$ cat src/rtl/data_cache_responder.sv
`default_nettype none
// +--------------------------------------------------------------------------+
// | Module   : data_cache_responder                                          |
// | Purpose  : Memory-stage data port responder. Direct-mapped, one word per |
// |            line, write-through, no-write-allocate cache in front of a    |
// |            valid/ready backing memory with a single-beat read return.    |
// | Options  : DCACHE_STATS_EN adds saturating hit_count / miss_count ports. |
// | Revision : 1.0 - initial release                                         |
// +--------------------------------------------------------------------------+
module data_cache_responder #(
  parameter int DATA_WIDTH = 32,
  parameter int ADDR_WIDTH = 32,
  parameter int INDEX_BITS = 6,
  parameter int TAG_BITS   = ADDR_WIDTH - INDEX_BITS - 2
) (
  input  logic                  clk,
  input  logic                  rst,
  input  logic                  cpu_re,
  input  logic                  cpu_we,
  input  logic [ADDR_WIDTH-1:0] cpu_addr,
  input  logic [DATA_WIDTH-1:0] cpu_wdata,
  input  logic [2:0]            cpu_size,
  output logic [DATA_WIDTH-1:0] cpu_rdata,
  output logic                  cpu_stall,
  output logic                  mem_req_valid,
  input  logic                  mem_req_ready,
  output logic                  mem_we,
  output logic [ADDR_WIDTH-1:0] mem_addr,
  output logic [DATA_WIDTH-1:0] mem_wdata,
  output logic [3:0]            mem_wstrb,
  input  logic                  mem_rvalid,
  input  logic [DATA_WIDTH-1:0] mem_rdata
`ifdef DCACHE_STATS_EN
  ,
  output logic [31:0]           hit_count,
  output logic [31:0]           miss_count
`endif
);

  localparam int LINES = 1 << INDEX_BITS;

  localparam logic [1:0] S_IDLE    = 2'd0;
  localparam logic [1:0] S_RD_REQ  = 2'd1;
  localparam logic [1:0] S_RD_WAIT = 2'd2;
  localparam logic [1:0] S_WR_REQ  = 2'd3;

  logic [1:0]            state_q, state_d;
  logic [LINES-1:0]      valid_q, valid_d;
  logic [TAG_BITS-1:0]   tag_mem_q  [LINES];
  logic [DATA_WIDTH-1:0] data_mem_q [LINES];

  logic                  mem_req_valid_q, mem_req_valid_d;
  logic                  mem_we_q, mem_we_d;
  logic [ADDR_WIDTH-1:0] mem_addr_q, mem_addr_d;
  logic [DATA_WIDTH-1:0] mem_wdata_q, mem_wdata_d;
  logic [3:0]            mem_wstrb_q, mem_wstrb_d;

  // Completed-store marker: a store still presented after its write-through
  // finished must not be issued again.
  logic                  done_q, done_d;
  logic [ADDR_WIDTH-1:0] done_addr_q, done_addr_d;
  logic [4:0]            done_cmd_q, done_cmd_d;

  logic [INDEX_BITS-1:0] index, fill_index, data_idx;
  logic [TAG_BITS-1:0]   tag, fill_tag;
  logic [1:0]            off;
  logic [4:0]            cmd;
  logic [ADDR_WIDTH-1:0] word_addr;
  logic [DATA_WIDTH-1:0] line, st_lanes, st_line, ld_data, rdata_c, data_wdata;
  logic [3:0]            st_strb;
  logic [7:0]            ld_byte;
  logic [15:0]           ld_half;
  logic                  hit, done_match, fill, data_we, stall_c;

  assign index      = cpu_addr[INDEX_BITS+1:2];
  assign tag        = cpu_addr[ADDR_WIDTH-1:INDEX_BITS+2];
  assign off        = cpu_addr[1:0];
  assign word_addr  = {cpu_addr[ADDR_WIDTH-1:2], 2'b00};
  assign cmd        = {cpu_we, cpu_re, cpu_size};
  assign line       = data_mem_q[index];
  assign hit        = valid_q[index] && (tag_mem_q[index] == tag);
  assign done_match = done_q && (cpu_addr == done_addr_q) && (cmd == done_cmd_q);
  // Fills use the latched request address so the line lands where it was fetched.
  assign fill_index = mem_addr_q[INDEX_BITS+1:2];
  assign fill_tag   = mem_addr_q[ADDR_WIDTH-1:INDEX_BITS+2];
  assign fill       = (state_q == S_RD_WAIT) && mem_rvalid;

  // Store lane placement, line merge and load extraction.
  always_comb begin
    case (cpu_size[1:0])
      2'b00: begin
        st_strb  = 4'b0001 << off;
        st_lanes = {24'b0, cpu_wdata[7:0]} << {off, 3'b000};
      end
      2'b01: begin
        st_strb  = 4'b0011 << {off[1], 1'b0};
        st_lanes = {16'b0, cpu_wdata[15:0]} << {off[1], 4'b0000};
      end
      default: begin
        st_strb  = 4'b1111;
        st_lanes = cpu_wdata;
      end
    endcase
    for (int b = 0; b < 4; b++) begin
      st_line[8*b +: 8] = st_strb[b] ? st_lanes[8*b +: 8] : line[8*b +: 8];
    end
    ld_byte = line[{off, 3'b000} +: 8];
    ld_half = line[{off[1], 4'b0000} +: 16];
    case (cpu_size)
      3'b000:  ld_data = {{24{ld_byte[7]}}, ld_byte};
      3'b001:  ld_data = {{16{ld_half[15]}}, ld_half};
      3'b100:  ld_data = {24'b0, ld_byte};
      3'b101:  ld_data = {16'b0, ld_half};
      default: ld_data = line;
    endcase
  end

  // Controller: next state, request registers, array write port, stall.
  always_comb begin
    state_d         = state_q;
    valid_d         = valid_q;
    mem_req_valid_d = mem_req_valid_q;
    mem_we_d        = mem_we_q;
    mem_addr_d      = mem_addr_q;
    mem_wdata_d     = mem_wdata_q;
    mem_wstrb_d     = mem_wstrb_q;
    done_d          = done_q;
    done_addr_d     = done_addr_q;
    done_cmd_d      = done_cmd_q;
    stall_c         = 1'b0;
    rdata_c         = '0;
    data_we         = 1'b0;
    data_idx        = index;
    data_wdata      = st_line;
    case (state_q)
      S_IDLE: begin
        done_d = done_match;
        if (cpu_we) begin
          if (!done_match) begin
            stall_c         = 1'b1;
            data_we         = hit;
            state_d         = S_WR_REQ;
            mem_req_valid_d = 1'b1;
            mem_we_d        = 1'b1;
            mem_addr_d      = word_addr;
            mem_wdata_d     = st_lanes;
            mem_wstrb_d     = st_strb;
          end
        end else if (cpu_re) begin
          if (hit) begin
            rdata_c = ld_data;
          end else begin
            stall_c         = 1'b1;
            state_d         = S_RD_REQ;
            mem_req_valid_d = 1'b1;
            mem_we_d        = 1'b0;
            mem_addr_d      = word_addr;
            mem_wdata_d     = '0;
            mem_wstrb_d     = 4'b0000;
          end
        end
      end
      S_RD_REQ: begin
        stall_c = 1'b1;
        if (mem_req_ready) begin
          mem_req_valid_d = 1'b0;
          state_d         = S_RD_WAIT;
        end
      end
      S_RD_WAIT: begin
        stall_c = 1'b1;
        if (mem_rvalid) begin
          data_we             = 1'b1;
          data_idx            = fill_index;
          data_wdata          = mem_rdata;
          valid_d[fill_index] = 1'b1;
          state_d             = S_IDLE;
        end
      end
      S_WR_REQ: begin
        stall_c = 1'b1;
        if (mem_req_ready) begin
          mem_req_valid_d = 1'b0;
          mem_we_d        = 1'b0;
          state_d         = S_IDLE;
          done_d          = 1'b1;
          done_addr_d     = cpu_addr;
          done_cmd_d      = cmd;
        end
      end
      default: state_d = S_IDLE;
    endcase
  end

  // Control and request registers; reset abandons any transaction.
  always_ff @(posedge clk) begin
    if (rst) begin
      state_q         <= S_IDLE;
      valid_q         <= '0;
      mem_req_valid_q <= 1'b0;
      mem_we_q        <= 1'b0;
      mem_addr_q      <= '0;
      mem_wdata_q     <= '0;
      mem_wstrb_q     <= 4'b0000;
      done_q          <= 1'b0;
      done_addr_q     <= '0;
      done_cmd_q      <= 5'b0;
    end else begin
      state_q         <= state_d;
      valid_q         <= valid_d;
      mem_req_valid_q <= mem_req_valid_d;
      mem_we_q        <= mem_we_d;
      mem_addr_q      <= mem_addr_d;
      mem_wdata_q     <= mem_wdata_d;
      mem_wstrb_q     <= mem_wstrb_d;
      done_q          <= done_d;
      done_addr_q     <= done_addr_d;
      done_cmd_q      <= done_cmd_d;
    end
  end

  // Tag and data arrays carry no reset; the valid bits qualify them.
  always_ff @(posedge clk) begin
    if (!rst && data_we) data_mem_q[data_idx] <= data_wdata;
    if (!rst && fill)    tag_mem_q[fill_index] <= fill_tag;
  end

  assign cpu_stall     = rst ? 1'b0 : stall_c;
  assign cpu_rdata     = rst ? '0 : rdata_c;
  assign mem_req_valid = mem_req_valid_q;
  assign mem_we        = mem_we_q;
  assign mem_addr      = mem_addr_q;
  assign mem_wdata     = mem_wdata_q;
  assign mem_wstrb     = mem_wstrb_q;

`ifdef DCACHE_STATS_EN
  logic        refill_q, refill_d;
  logic [31:0] hit_count_q, hit_count_d, miss_count_q, miss_count_d;

  // Saturating counters; the hit that closes a refill is not a true hit.
  always_comb begin
    refill_d     = fill;
    hit_count_d  = hit_count_q;
    miss_count_d = miss_count_q;
    if ((state_q == S_IDLE) && cpu_re && !cpu_we && hit && !refill_q &&
        (hit_count_q != 32'hFFFF_FFFF))
      hit_count_d = hit_count_q + 32'd1;
    if ((state_q == S_IDLE) && (state_d == S_RD_REQ) &&
        (miss_count_q != 32'hFFFF_FFFF))
      miss_count_d = miss_count_q + 32'd1;
  end

  // Statistics registers.
  always_ff @(posedge clk) begin
    if (rst) begin
      refill_q     <= 1'b0;
      hit_count_q  <= 32'd0;
      miss_count_q <= 32'd0;
    end else begin
      refill_q     <= refill_d;
      hit_count_q  <= hit_count_d;
      miss_count_q <= miss_count_d;
    end
  end

  assign hit_count  = hit_count_q;
  assign miss_count = miss_count_q;
`endif

endmodule
`default_nettype wire
$ cat config.mk
export PLATFORM = sky130hd
export DESIGN_NAME = data_cache_responder
export DESIGN_NICKNAME = d
export VERILOG_FILES = /design/src/rtl/data_cache_responder.sv
export SDC_FILE = /design/constraint.sdc
export NUM_CORES = 2
export LEC_CHECK = 0
export CAP_MARGIN = 5
export CORE_MARGIN = 2
export CORE_UTILIZATION = 30
export CTS_CLUSTER_SIZE = 8
export DETAILED_ROUTE_END_ITERATION = 10
export PLACE_DENSITY_LB_ADDON = 0.1
export REMOVE_ABC_BUFFERS = 1
export SLEW_MARGIN = 20
export SYNTH_ARGS = -nofsm -noshare
export SYNTH_HDL_FRONTEND = slang
export SYNTH_SLANG_ARGS = --single-unit
export TNS_END_PERCENT = 50
$ cat constraint.sdc
create_clock -name clk -period 10.9 [get_ports clk]
set_input_delay 3.27 -clock clk [delete_from_list [all_inputs] [get_ports clk]]
set_output_delay 3.27 -clock clk [all_outputs]
set_load 0.01 [all_outputs]
==> flow_metrics.tcl <==
set metrics [dict create \
    crit_path_end_kind "primary output" \
    grt-ovfl-total 0 \
    arrival_ns 7.58 \
    routed_wl_um 542000 \
    worst_pin_slew_ns 1.13 \
    power_leakage_nw 59.4 \
    cap_violations 0 \
    synth_area_per_cell_um2 20.6 \
    die_y_um 704 \
    synth_edf_count 3584 \
    ioPinCount 208 \
    drv_slew 0 \
    crit_buf_inv 10 \
    dpl_cell_area_mm2 0.165 \
    fmax_mhz 92.2 \
    worstSetupStartpoint "cpu_addr[2]" \
    path_cells "buf_16 -> buf_16 -> buf_4 -> buf_4 -> nor2b_2 -> a22oi_1 -> nand3_1 -> o21ai_0 -> buf_4 -> or4_4 -> a22oi_2 -> nand2_2 -> nor4_4 -> buf_4 -> nand4_1 -> buf_12 -> buf_12 -> buf_12 -> nor2_1 -> clkdlybuf4s15_1" \
    netlist_area_mm2 0.147 \
    cellPowerDensity_mw_per_mm2 189 \
    clockBufferDepth 4 \
    min_period_ns 10.85 \
    drive_above_1_share_pct 31.9 \
    root_buffer "clkbuf_16" \
    syn2layout_area_growth_pct 23.3 \
    cts_buffers 542 \
    ys_seq_area_share_pct 75.5 \
    grt_use_total_pct 21.4 \
    finalSetupViolations 0 \
    critical_path_required_ns 7.63 \
    dieArea_mm2 0.496 \
    cpMostUsedCell "buf_4" \
    io_buffers 205 \
    drtIter0Drc 7907 \
    start_util_pct 30.1 \
    wire_per_inst_um 36.1 \
    vias 79100 \
    ant_nets 0 \
    hold_viol 0 \
    setup_tns_ns 0 \
    relSlewSlack_pct 24.8 \
    core_mm2 0.489 \
    ir_drop_mv 0.185 \
    fill_cells 44700 \
    ys_async_sr_fraction_pct 0 \
    grt_pass1_wl_um 725000 \
    cp_max_fo 13 \
    min_path_type "flop to flop" \
    worst_clock_skew_ns 0.0669 \
    drc_errors 0 \
    crit_type "input port to primary output" \
    htreeDepth 6 \
    viasPerCell 5.26 \
    critPathLaunchType "input port" \
    status "complete, no violations" \
    synth_cells 7126 \
    dr.pass1.iters 6 \
    ys_seq_elements 3756 \
    cts_tree "built" \
    dp_hpwl_um 324000 \
    max_stage_delay_ns 0.54 \
    grt_pass1_vias 81800 \
    path_clk_slew_ns 0.05 \
    synth_warnings 0 \
    clk_latency_ns 1.03 \
    cts_sinks 3756 \
    nets 8418 \
    rows 257 \
    gp_congestion 0.854 \
    grt_start_max_net_pins 72 \
    hold_path.startpoint "valid_q[10]" \
    finalInstanceArea_mm2 0.181 \
    fin_crit_sh_pct 99.5 \
    synthDistinctLibCells 78 \
    antenna_found_initial 34 \
    r2r-start "tag_mem_q[15][9]" \
    slowest_stage "or4_4" \
    pre_cts_ws_ns -0.945 \
    path_delay_family "simple AND/OR/NAND/NOR gates" \
    setup_slack_ns 0.0507 \
    hold_buffers 0 \
    synth-main-ff-cell "edfxtp_1" \
    die_w_um 704 \
]
## Yosys cell counts, types with 23 or more instances
| cell | n | area [um2] |
|---|---|---|
| nor2_1 | 170 | 638 |
| o21ai_0 | 39 | 195 |
| a31oi_1 | 47 | 294 |
| nand2b_1 | 30 | 188 |
| a211oi_1 | 65 | 488 |
| clkbuf_1 | 158 | 593 |
| nor3_1 | 25 | 125 |
| a21o_1 | 70 | 526 |
| nand3_1 | 86 | 430 |
| mux2_2 | 36 | 405 |
| nand2_1 | 355 | 1330 |
| nand4_1 | 32 | 200 |
| a22oi_1 | 201 | 1510 |
| dfxtp_1 | 172 | 3440 |
| edfxtp_1 | 3584 | 108000 |
| xnor2_1 | 39 | 342 |
| buf_1 | 37 | 139 |
| mux2i_1 | 465 | 4650 |
| buf_2 | 132 | 661 |
| mux4_2 | 872 | 19600 |
| nor2b_1 | 34 | 213 |
| buf_4 | 70 | 526 |
| a21oi_1 | 148 | 741 |
| buf_6 | 23 | 259 |
## area by class of cell
class / count / area, um2 / area share (%)
Antenna cell: 20 / 50.0 / 0.0276
Multi-Input combinational cell: 2932 / 35900 / 19.8
Sequential cell: 3756 / 111000 / 61.2
Clock buffer: 710 / 14500 / 7.99
Timing Repair Buffer: 1068 / 11000 / 6.07
Tap cell: 6475 / 8100 / 4.47
Inverter: 13 / 63.8 / 0.0352
Clock inverter: 51 / 659 / 0.363
## stage by stage
stage	std cells	util, %	hold slack [ns]	total power, mW
2_1_floorplan	6701	-	0.421	17.6
3_3_place_gp	14200	33.8	0.427	19.1
3_5_place_dp	14200	33.8	0.435	19.2
4_1_cts	15000	37.0	0.447	34.7
5_1_grt	15000	37.1	0.458	35.4
6_report	15000	37.1	0.442	34.3
## registers in the layout (all words and copies together) (netlist names)
| signal | count |
|---|---|
| data_mem_q | 2048 |
| done_addr_q | 32 |
| done_cmd_q | 5 |
| done_q | 1 |
| mem_addr | 30 |
| mem_req_valid | 1 |
| mem_wdata | 32 |
| mem_we | 1 |
| mem_wstrb | 4 |
| state_q | 2 |
| tag_mem_q | 1536 |
| valid_q | 64 |
## cells in the final DEF, fill, tap and decap left out, types with 108 or more instances in the layout
master / instances
buf_12: 172
clkdlybuf4s50_1: 165
clkbuf_1: 154
dfxtp_1: 148
a22oi_1: 191
edfxtp_1: 3584
buf_4: 664
mux4_2: 872
mux2i_1: 459
nand2_1: 352
clkbuf_16: 559
a21oi_1: 108
## per-layer routing
| metal | GRT usage, % | vias up | routed length, um |
|---|---|---|---|
| met4 | 6.63 | 12 | 18100 |
| met5 | 0 | - | 88 |
| li1 | - | 32000 | - |
| met1 | 27.3 | 43600 | 221000 |
| met3 | 4.33 | 716 | 34200 |
| met2 | 36.5 | 2787 | 269000 |
## worst paths after layout
path,endpoint,slack (ns),cells past startpoint
worst max-delay path,cpu_rdata[4],0.05,20
worst min-delay path,valid_q[10],0.44,1
worst max register to register,data_mem_q[42][8],5.03,13
worst min register to register,valid_q[10],0.44,1
## kinds of logic after synthesis
kind of cell	count (synthesis)	synth area share, %
buf+inv	439	1.59
simple gates	834	2.62
compound gates	669	3.13
mux	1376	16.8
other cells	1	0.00255
flops	3756	75.5
xor+xnor	51	0.304
## power breakdown
group | switching, mW | leakage [nW] | internal (mW)
clock | 6.19 | 7.34 | 9.22
sequential | 0.0348 | 34.3 | 16.2
combinational | 1.76 | 17.7 | 0.896
total | 7.99 | 59.4 | 26.3
## timing repair
item,in CTS,in global routing
buffers inserted,11,7
setup endpoints to repair,33,32
pin swaps,13,13
gates resized for setup,112,86
cloned,5,3
## worst reg2reg max path: stages, from the launching register on
cell,delay [ns]
edfxtp_1,0.36
mux4_2,0.53
and3_4,0.22
a31oi_4,0.20
buf_6,0.16
nand4_1,0.15
or4_4,0.56
a22oi_1,0.28
nand4_1,0.16
buf_4,0.17
nor4_4,0.76
nand4_4,0.60
a211oi_4,1.04
buf_12,0.29
Note: power is estimated with default switching activity, not from simulation.
